File: config.mk
export PLATFORM = sky130hd
export DESIGN_NAME = pc_fetch_unit
export DESIGN_NICKNAME = d
export VERILOG_FILES = /design/src/rtl/pc_fetch_unit.sv
export SDC_FILE = /design/constraint.sdc
export NUM_CORES = 1
export LEC_CHECK = 0
export ABC_AREA = 0
export BUFFER_PORTS_ARGS = -buffer_cell sky130_fd_sc_hd__buf_2
export CORE_UTILIZATION = 30
export CTS_BUF_LIST = sky130_fd_sc_hd__clkbuf_16
export CTS_CLUSTER_SIZE = 14
export DETAILED_ROUTE_END_ITERATION = 8
export PLACE_DENSITY_LB_ADDON = 0.12
export SYNTH_ARGS = -nofsm -noshare
export SYNTH_HDL_FRONTEND = slang
export SYNTH_SLANG_ARGS = --single-unit
File: constraint.sdc
create_clock -name CLK -period 2.4 [get_ports CLK]
set_input_delay 0.36 -clock CLK [delete_from_list [all_inputs] [get_ports CLK]]
set_output_delay 0.36 -clock CLK [all_outputs]
set_load 0.01 [all_outputs]
File: src/rtl/pc_fetch_unit.sv
// pc_fetch_unit: owns the architectural fetch PC, issues in-order imem reads under a
// credit limit, and buffers returned instructions; a redirect flushes wrong-path work.
module pc_fetch_unit #(
   parameter logic [63:0] RESET_PC = 64'h0,
   parameter int          DEPTH    = 2
) (
   input  logic        CLK,
   input  logic        Reset_L,
   input  logic [63:0] NextPC,
   input  logic        Redirect,
   output logic        ImemReqValid,
   output logic [63:0] ImemReqAddr,
   input  logic        ImemReqReady,
   input  logic        ImemRespValid,
   input  logic [31:0] ImemRespData,
   output logic        InstrValid,
   output logic [31:0] Instr,
   output logic [63:0] InstrPC,
   input  logic        InstrReady,
   output logic [63:0] CurrentPC
);
   localparam int PW = $clog2(DEPTH);
   localparam int CW = PW + 1;
   localparam logic [PW-1:0] PTR_ONE = PW'(1);
   localparam logic [CW-1:0] CNT_ONE = CW'(1);
   localparam logic [CW:0]   DEPTH_W = (CW+1)'(DEPTH);

   typedef enum logic [0:0] {FETCH = 1'b0, FLUSH = 1'b1} state_t;

   state_t        state_r;
   logic [63:0]   fetch_pc_r;
   logic [CW-1:0] outstanding_r;
   logic [CW-1:0] buf_count_r;
   logic [PW-1:0] buf_head_r;
   logic [PW-1:0] buf_tail_r;
   logic [PW-1:0] pend_head_r;
   logic [PW-1:0] pend_tail_r;
   logic [31:0]   buf_instr_r [DEPTH];
   logic [63:0]   buf_pc_r    [DEPTH];
   logic [63:0]   pend_pc_r   [DEPTH];

   logic [CW:0]   used_s;
   logic          credit_s;
   logic          req_valid_s;
   logic          accept_s;
   logic          resp_s;
   logic          push_s;
   logic          pop_s;
   logic          instr_valid_s;
   logic [CW-1:0] out_next_s;
   logic [CW-1:0] cnt_next_s;

   // Slots already promised to in-flight reads count against buffer space.
   assign used_s        = {1'b0, outstanding_r} + {1'b0, buf_count_r};
   assign credit_s      = (used_s < DEPTH_W);
   assign req_valid_s   = Reset_L & (state_r == FETCH) & credit_s & ~Redirect;
   assign accept_s      = req_valid_s & ImemReqReady;
   assign resp_s        = ImemRespValid & (outstanding_r != {CW{1'b0}});
   assign instr_valid_s = (buf_count_r != {CW{1'b0}});
   assign push_s        = resp_s & (state_r == FETCH) & ~Redirect;
   assign pop_s         = instr_valid_s & InstrReady & ~Redirect;

   assign ImemReqValid  = req_valid_s;
   assign ImemReqAddr   = fetch_pc_r;
   assign CurrentPC     = fetch_pc_r;
   assign InstrValid    = instr_valid_s;
   assign Instr         = instr_valid_s ? buf_instr_r[buf_head_r] : 32'h0;
   assign InstrPC       = instr_valid_s ? buf_pc_r[buf_head_r] : 64'h0;

   // Outstanding-request count after this cycle's accept and response.
   always_comb begin
      out_next_s = outstanding_r;
      if (accept_s && !resp_s) begin
         out_next_s = outstanding_r + CNT_ONE;
      end else if (resp_s && !accept_s) begin
         out_next_s = outstanding_r - CNT_ONE;
      end else begin
         out_next_s = outstanding_r;
      end
   end

   // Buffer occupancy after this cycle's push and pop.
   always_comb begin
      cnt_next_s = buf_count_r;
      if (push_s && !pop_s) begin
         cnt_next_s = buf_count_r + CNT_ONE;
      end else if (pop_s && !push_s) begin
         cnt_next_s = buf_count_r - CNT_ONE;
      end else begin
         cnt_next_s = buf_count_r;
      end
   end

   // Fetch FSM, PC, pending-PC queue and instruction buffer.
   always_ff @(posedge CLK or negedge Reset_L) begin
      if (!Reset_L) begin
         state_r       <= FETCH;
         fetch_pc_r    <= RESET_PC;
         outstanding_r <= {CW{1'b0}};
         buf_count_r   <= {CW{1'b0}};
         buf_head_r    <= {PW{1'b0}};
         buf_tail_r    <= {PW{1'b0}};
         pend_head_r   <= {PW{1'b0}};
         pend_tail_r   <= {PW{1'b0}};
         for (int i = 0; i < DEPTH; i++) begin
            buf_instr_r[i] <= 32'h0;
            buf_pc_r[i]    <= 64'h0;
            pend_pc_r[i]   <= 64'h0;
         end
      end else begin
         outstanding_r <= out_next_s;
         if (Redirect) begin
            // Redirect wins over everything; wrong-path responses still drain in FLUSH.
            fetch_pc_r  <= NextPC & ~64'h3;
            buf_count_r <= {CW{1'b0}};
            buf_head_r  <= {PW{1'b0}};
            buf_tail_r  <= {PW{1'b0}};
            pend_head_r <= {PW{1'b0}};
            pend_tail_r <= {PW{1'b0}};
            state_r     <= (out_next_s != {CW{1'b0}}) ? FLUSH : FETCH;
         end else begin
            case (state_r)
               FETCH: begin
                  if (accept_s) begin
                     fetch_pc_r             <= fetch_pc_r + 64'd4;
                     pend_pc_r[pend_tail_r] <= fetch_pc_r;
                     pend_tail_r            <= pend_tail_r + PTR_ONE;
                  end
                  if (push_s) begin
                     buf_instr_r[buf_tail_r] <= ImemRespData;
                     buf_pc_r[buf_tail_r]    <= pend_pc_r[pend_head_r];
                     buf_tail_r              <= buf_tail_r + PTR_ONE;
                     pend_head_r             <= pend_head_r + PTR_ONE;
                  end
                  if (pop_s) begin
                     buf_head_r <= buf_head_r + PTR_ONE;
                  end
                  buf_count_r <= cnt_next_s;
                  state_r     <= FETCH;
               end
               FLUSH: begin
                  state_r <= (out_next_s == {CW{1'b0}}) ? FETCH : FLUSH;
               end
               default: begin
                  state_r <= FETCH;
               end
            endcase
         end
      end
   end
endmodule

==> results of run 1 <==
-- area by class of cell --
type / instances / share of cell area (%)
multi-input cells: 1094 / 33.9
flip-flops and latches: 383 / 42.2
clock inverters: 31 / 0.913
repair buffers: 461 / 13.5
well taps: 773 / 4.25
inverters: 7 / 0.116
clock buffers: 47 / 5.17
-- cells in the final DEF (no fill, tap or decap), types with 5 or more instances in the layout --
cell type,netlist,final
buf_6,1,6
xor2_1,15,14
o311ai_0,12,12
clkinv_1,1,16
o211ai_1,8,8
nand3_1,37,33
clkinv_2,0,6
a21oi_1,73,73
and4_1,7,7
inv_1,6,12
buf_2,34,316
o21ai_1,1,8
dfrtp_1,383,380
buf_12,0,23
and2_1,14,13
nor3_1,13,9
nor3_2,1,5
mux2i_1,157,157
conb_1,1,6
clkbuf_16,0,48
dlygate4sd3_1,0,20
mux2_2,187,185
nand4_1,20,20
xnor2_1,14,14
o21ai_0,120,113
and3_1,11,8
a31oi_1,14,14
buf_4,71,93
nor2_1,183,177
nand2_1,141,137
a41oi_1,5,5
-- logic make-up (layout without fill, tap and decap cells) --
logic type / Yosys count / after routing / synth area share [%]
compound gates: 252 / 252 / 7.87
xor+xnor: 29 / 29 / 1.40
fa+ha+maj: 3 / 3 / 0.248
buf+inv: 187 / 546 / 5.62
flops: 383 / 383 / 52.9
mux: 344 / 344 / 20.3
other cells: 1 / 6 / 0.0207
simple gates: 460 / 460 / 11.7
-- metal layers --
| metal | wire length, um | vias up |
|---|---|---|
| met5 | 58 | - |
| met2 | 26600 | 305 |
| li1 | - | 6403 |
| met1 | 24900 | 6804 |
| met3 | 2680 | 74 |
| met4 | 1130 | 10 |
-- power by group --
group / switching, mW / internal, mW / leakage, nW
Clock: 2.75 / 3.82 / 0.705
Sequential: 1.24 / 8.80 / 4.88
Combinational: 3.49 / 3.22 / 4.83
-- worst min-delay path by stage --
stage                      from               to  slack [ns]  cells after the start
2_1_floorplan           Reset_L    CurrentPC[10]        0.06                      0
3_3_place_gp       buf_pc_r[54]     buf_pc_r[54]        0.46                      2
3_5_place_dp       buf_pc_r[51]     buf_pc_r[51]        0.47                      2
4_1_cts              NextPC[17]    CurrentPC[17]      0.0002                      3
5_1_grt        ImemRespData[19]  buf_instr_r[19]        0.02                      2
6_report                Reset_L    CurrentPC[61]       -0.05                      2
-- metrics by stage --
step	power [mW]	hold WS, ns
floorplan	14.5	0.0644
global placement	16.6	0.461
detailed placement	16.9	0.470
CTS	23.6	0.000236
global route	24.9	0.0178
finish	23.3	-0.0471
-- registers in the layout, summed over array words and instances (netlist names) --
| register | count |
|---|---|
| buf_tail_r | 1 |
| CurrentPC | 62 |
| pend_head_r | 1 |
| state_r | 1 |
| buf_head_r | 1 |
| buf_pc_r | 124 |
| pend_pc_r | 124 |
| outstanding_r | 2 |
| buf_count_r | 2 |
| pend_tail_r | 1 |
| buf_instr_r | 64 |
-- timing repair --
action / in CTS / in global routing
setup buffers: 5 / 5
setup endpoints to repair: 101 / 72
resized for setup: 15 / 28
gates cloned: 0 / 1
hold endpoints to repair: 20 / 0
pin swaps: 5 / 10
hold buffers: 20 / 0
==> run metrics, run 1 <==
worst-margin pin slew=between 1 and 1.5 ns; DRC Markers=17; GR met3 Demand/Resource=3.29%; # placed instances=2687; yosys warns=0; post-synthesis cell count=1659; Worst Path Buf+Inv=2; Worst-path clk slew=0.06 ns; slew margin rel.=28.0%; Core ar.=0.0594 sq mm; delay-heaviest family, CP=adder cells; Worst Hold Class=input port to async pin; count leader, synth=dfrtp_1; clk_lat worst skew=just under 0.6 ns; Initial Util=between 30 and 40%; Arrival @ worst endpoint=2.14 ns; worst-path cell chain=and2_4, fa_2, nor2_4, buf_4, and3_4, buf_6; CP startpoint=buf_count_r[0]; vias in the first global route=between 10000 and 15000; PortBufs=319; Leak=10.4 nW; mean area per synthesized cell=10.9 sq um; maximum vdd drop=0.519 mV; antenna viol nets, final=0; sum of negative setup slack=-0.553 ns; pwr dens=1030 mW/mm^2; kind of critical path=flip-flop to output pin; fillers=5973; number of stages on the worst setup path=6; FP Rows=89; gr usage total=17.8%; H-tree depth=2; Most used DFF post-synth=dfrtp_1; final setup vio count=11; Distinct cells, synth=61; CTS sink count=383; CTS Buf Count=45; Routed WL per cell=19.8 um; Layout area overhead=25.4%; num ports=328; GR met2 Demand/Resource=29.2%; gp weighted congestion=0.783; vias per cell=between 4 and 5; ys async rst share=100%; post-synth top area share=52.9%; reg2reg start=buf_count_r[0]; RSZ-0062 raised after global routing=true; largest cells by area after synthesis=dfrtp_1 53%, mux2_2 12%, mux2i_1 8.7%, nor2_1 3.8%, o21ai_0 3.3%; dominant cell type by area after synthesis=dfrtp_1; minimum clock period after layout=2.50 ns; Worst Setup Start Kind=flip-flop; crit-path max cell delay=~0.56 ns; design area=0.0227 sq mm; DR vias=~14000; CTS max path bufs=3; worst-path fanout max=3; Netlist Area Pre-Place=0.0181 sq mm; initial antenna violation count=7; pin count of the biggest net entering global routing=159; die height=~250 um; Critical R2R Capture=CurrentPC[49]; count of pins over their slew limit=0; DP Wirelength=around 38000 um; period utilization=104%; CTS tree=done; CTS root buf=clkbuf_16; total grt overflow=0; share of post-route cells with drive strength above 1=a little over a third; max_cap viols=0; pre-CTS WS=-0.156 ns; full die area=0.0614 sq mm; nets=2097; Worst setup EP type=output pin; Fin Hold WS=-0.0471 ns; Final Hold Viols=6; sequential share of the synthesized area=between 50 and 60%; status=complete, but fails checks; first-pass GRT wire length=around 83000 um; placed cell areas=0.0209 sq mm; worst-case reg-to-reg path depth=9; Post-synth EDFFs=0; Critical Path RT=between 2 and 2.5 ns; final core occ=38.3%; top cells by count, synth=383 x dfrtp_1, 187 x mux2_2, 183 x nor2_1; final std cells w/o fill=2796; met1 global-route usage=24.0%; failing checks=DRC, hold timing, setup timing; area occupied by multi-input gates=~0.0077 sq mm; Initial DRC Count=725; Routed Wire Length=55400 um; clock skew=~0.028 ns; fmax=0.400 GHz; final worst setup slack=-0.0995 ns; die width=248 um; ANT cells=0; busiest grt layer=met2; worst reg2reg setup slack=-0.09 ns; Worst Setup EP=ImemReqValid; slowest CP cell=fa_2; synthesis-stage register bit count=383; Register Area=0.00959 sq mm; TritonRoute pass-1 iters=7
Note: power is estimated with default switching activity, not from simulation.
==> inputs of run 2 (changes only) <==
--- a/config.mk
+++ b/config.mk
@@ -12,6 +12,7 @@
 export CTS_CLUSTER_SIZE = 14
 export DETAILED_ROUTE_END_ITERATION = 8
 export PLACE_DENSITY_LB_ADDON = 0.12
+export SKIP_CTS_REPAIR_TIMING = 1
 export SYNTH_ARGS = -nofsm -noshare
 export SYNTH_HDL_FRONTEND = slang
 export SYNTH_SLANG_ARGS = --single-unit
==> run 2 against run 1 <==
Compared with the run above: the flow still finishes with violations (DRC, hold timing, setup timing); register-to-register slack got worse by 0.05 ns; sequential power about the same; setup slack got worse by 0.038 ns; clock-buffer cell count unchanged; flip-flop and latch count unchanged; maximum frequency decreased by 1.5%.
==> run metrics, run 2 (synthesis gave the netlist of run 1 again) <==
final worst setup slack=-0.137 ns (-0.0375 ns); vias in the first global route=13500 (-0.71%); CTS root buf=clkbuf_16; commonest cells after routing, fill and taps aside=380 x dfrtp_1, 316 x buf_2, 186 x mux2_2, 180 x nor2_1, 157 x mux2i_1; DR vias=13500 (-0.36%); busiest grt layer=met2; CTS Buf Count=45 (unchanged); commonest non-fill, non-tap cell in the layout=dfrtp_1; FP Rows=89 (unchanged); Leak=10.4 nW (-0.51%); final core occ=38.1% (-0.24 points); Worst Setup Start Kind=flip-flop; sw frac=32.1% (+0.067 points); Clk pwr share=28.2% (about the same); GR met2 Demand/Resource=28.9% (-0.31 points); worst-path cell chain=and2_4, fa_2, nor2_4, nand4_4, nor4_4, buf_6, nand3_4, or3_1, a31oi_1; max_cap viols=0 (unchanged); worst-margin pin slew=1.10 ns (+0.0165 ns); RSZ-0062 raised after global routing=true; pre-CTS WS=-0.156 ns (unchanged); CTS max path bufs=3 (unchanged); Layout area overhead=24.6%; Routed WL per cell=20.0 um (+1.1%); Worst-path clk slew=0.06 ns (about the same); maximum vdd drop=0.516 mV (-0.55%); gp weighted congestion=0.783 (unchanged); GR met3 Demand/Resource=3.38% (+0.097 points); pwr dens=1030 mW/mm^2 (+0.72%); crit-path max cell delay=0.45 ns (-0.11 ns); Gate power share=28.8% (about the same); vias per cell=4.87 (+0.11%); DRC Markers=34 (+17); pin count of the biggest net entering global routing=159 (unchanged); Arrival @ worst endpoint=3.02 ns (+0.88 ns); minimum clock period after layout=2.54 ns (+0.0375 ns); failing checks=DRC, hold timing, setup timing; full die area=0.0614 sq mm (unchanged); Initial DRC Count=710 (-2.1%); biggest regs=buf_pc_r x124, pend_pc_r x124, buf_instr_r x64; Fin Hold WS=-0.0672 ns (-0.0201 ns); cell internal pwr=15.8 mW (about the same); Final Hold Viols=22 (+16); fmax=0.394 GHz (-1.5%); final setup vio count=19 (+8); sum of negative setup slack=-1.32 ns (-0.765 ns); kind of critical path=flip-flop to flip-flop; Core ar.=0.0594 sq mm (unchanged); share of post-route cells with drive strength above 1=36.4% (+0.31 points); H-tree depth=2 (unchanged); DP Wirelength=37700 um (unchanged); Critical Path RT=2.89 ns (+0.85 ns); # placed instances=2687 (unchanged); PortBufs=319 (unchanged); sequential power share=43.0% (about the same); final std cells w/o fill=2783 (-0.46%); die width=248 um (unchanged); delay-heaviest family, CP=simple AND/OR/NAND/NOR gates; Initial Util=30.5% (unchanged); count of pins over their slew limit=0 (unchanged); status=complete, but fails checks; slew margin rel.=26.9% (-1.1 points); nets=2080 (-0.81%); clk_lat worst skew=0.59 ns (about the same); fillers=5989 (+0.27%); initial antenna violation count=10 (+3); total grt overflow=0 (unchanged); first-pass GRT wire length=82600 um (-0.40%); clock skew=0.0286 ns (+0.000397 ns); met1 global-route usage=23.9% (-0.14 points); slowest CP cell=fa_2; sw power=7.49 mW (+0.28%); CTS sink count=383 (unchanged); Worst Path Buf+Inv=1 (-1); CTS tree=done; Worst Hold Class=input port to async pin; period utilization=106% (+1.6 points); Worst setup EP type=flip-flop; gr usage total=17.8% (-0.044 points); Routed Wire Length=55800 um (+0.65%); TritonRoute pass-1 iters=9 (+2); die height=248 um (unchanged); num ports=328 (unchanged); worst-path fanout max=7 (+4); antenna viol nets, final=0 (unchanged)
[run 2: worst paths after layout]
path                                start            end  slack, ns  depth (start not counted)
setup / recovery           buf_count_r[0]  CurrentPC[49]      -0.14                          9
hold / removal                    Reset_L  CurrentPC[61]      -0.07                          2
setup reg to reg           buf_count_r[0]  CurrentPC[49]      -0.14                          9
hold reg to reg              buf_pc_r[51]   buf_pc_r[51]       0.48                          2
max in group asynchronous         Reset_L   CurrentPC[9]       1.45                          2
min in group CLK               NextPC[15]  CurrentPC[15]          0                          3
[run 2: power by group through the flow]
stage | logic, mW | clock network (mW) | registers, mW
2_1_floorplan | 4.57 | 0 | 9.90
3_3_place_gp | 6.49 | 0 | 10.1
3_5_place_dp | 6.67 | 0 | 10.2
4_1_cts | 6.69 | 6.81 | 10.1
5_1_grt | 7.55 | 7.04 | 10.4
6_report | 6.73 | 6.57 | 10.0
[run 2: area by class of cell]
type,instances,area [sq um],area share (%)
clock inverter,31,208,0.919
antenna,4,10.0,0.0443
sequential,383,9590,42.5
tap,773,967,4.28
timing repair buffer,444,2900,12.8
inverter,7,26.3,0.116
multi-input combinational,1094,7720,34.2
clock buffer,47,1180,5.21
[run 2: through the flow]
step / hold WS (ns) / area, sq um / total power [mW]
floorplan: 0.0644 / 18200 / 14.5
detailed placement: 0.470 / 20900 / 16.9
global placement: 0.461 / 20900 / 16.6
CTS: -0.0600 / 22300 / 23.6
finish: -0.0672 / 22600 / 23.3
global route: 0.00216 / 22600 / 25.0
[run 2: metal layers]
| metal | wire length [um] | up-vias |
|---|---|---|
| met5 | 35 | - |
| met4 | 1050 | 6 |
| met3 | 2730 | 67 |
| met2 | 26900 | 302 |
| met1 | 25100 | 6799 |
| li1 | - | 6373 |
[run 2: worst reg2reg max path, stage by stage, from the launching register on]
cell and delay, ns:
dfrtp_1 0.38, and2_4 0.16, fa_2 0.45, nor2_4 0.16, nand4_4 0.19, nor4_4 0.37, buf_6 0.18, nand3_4 0.08
or3_1 0.32, a31oi_1 0.16
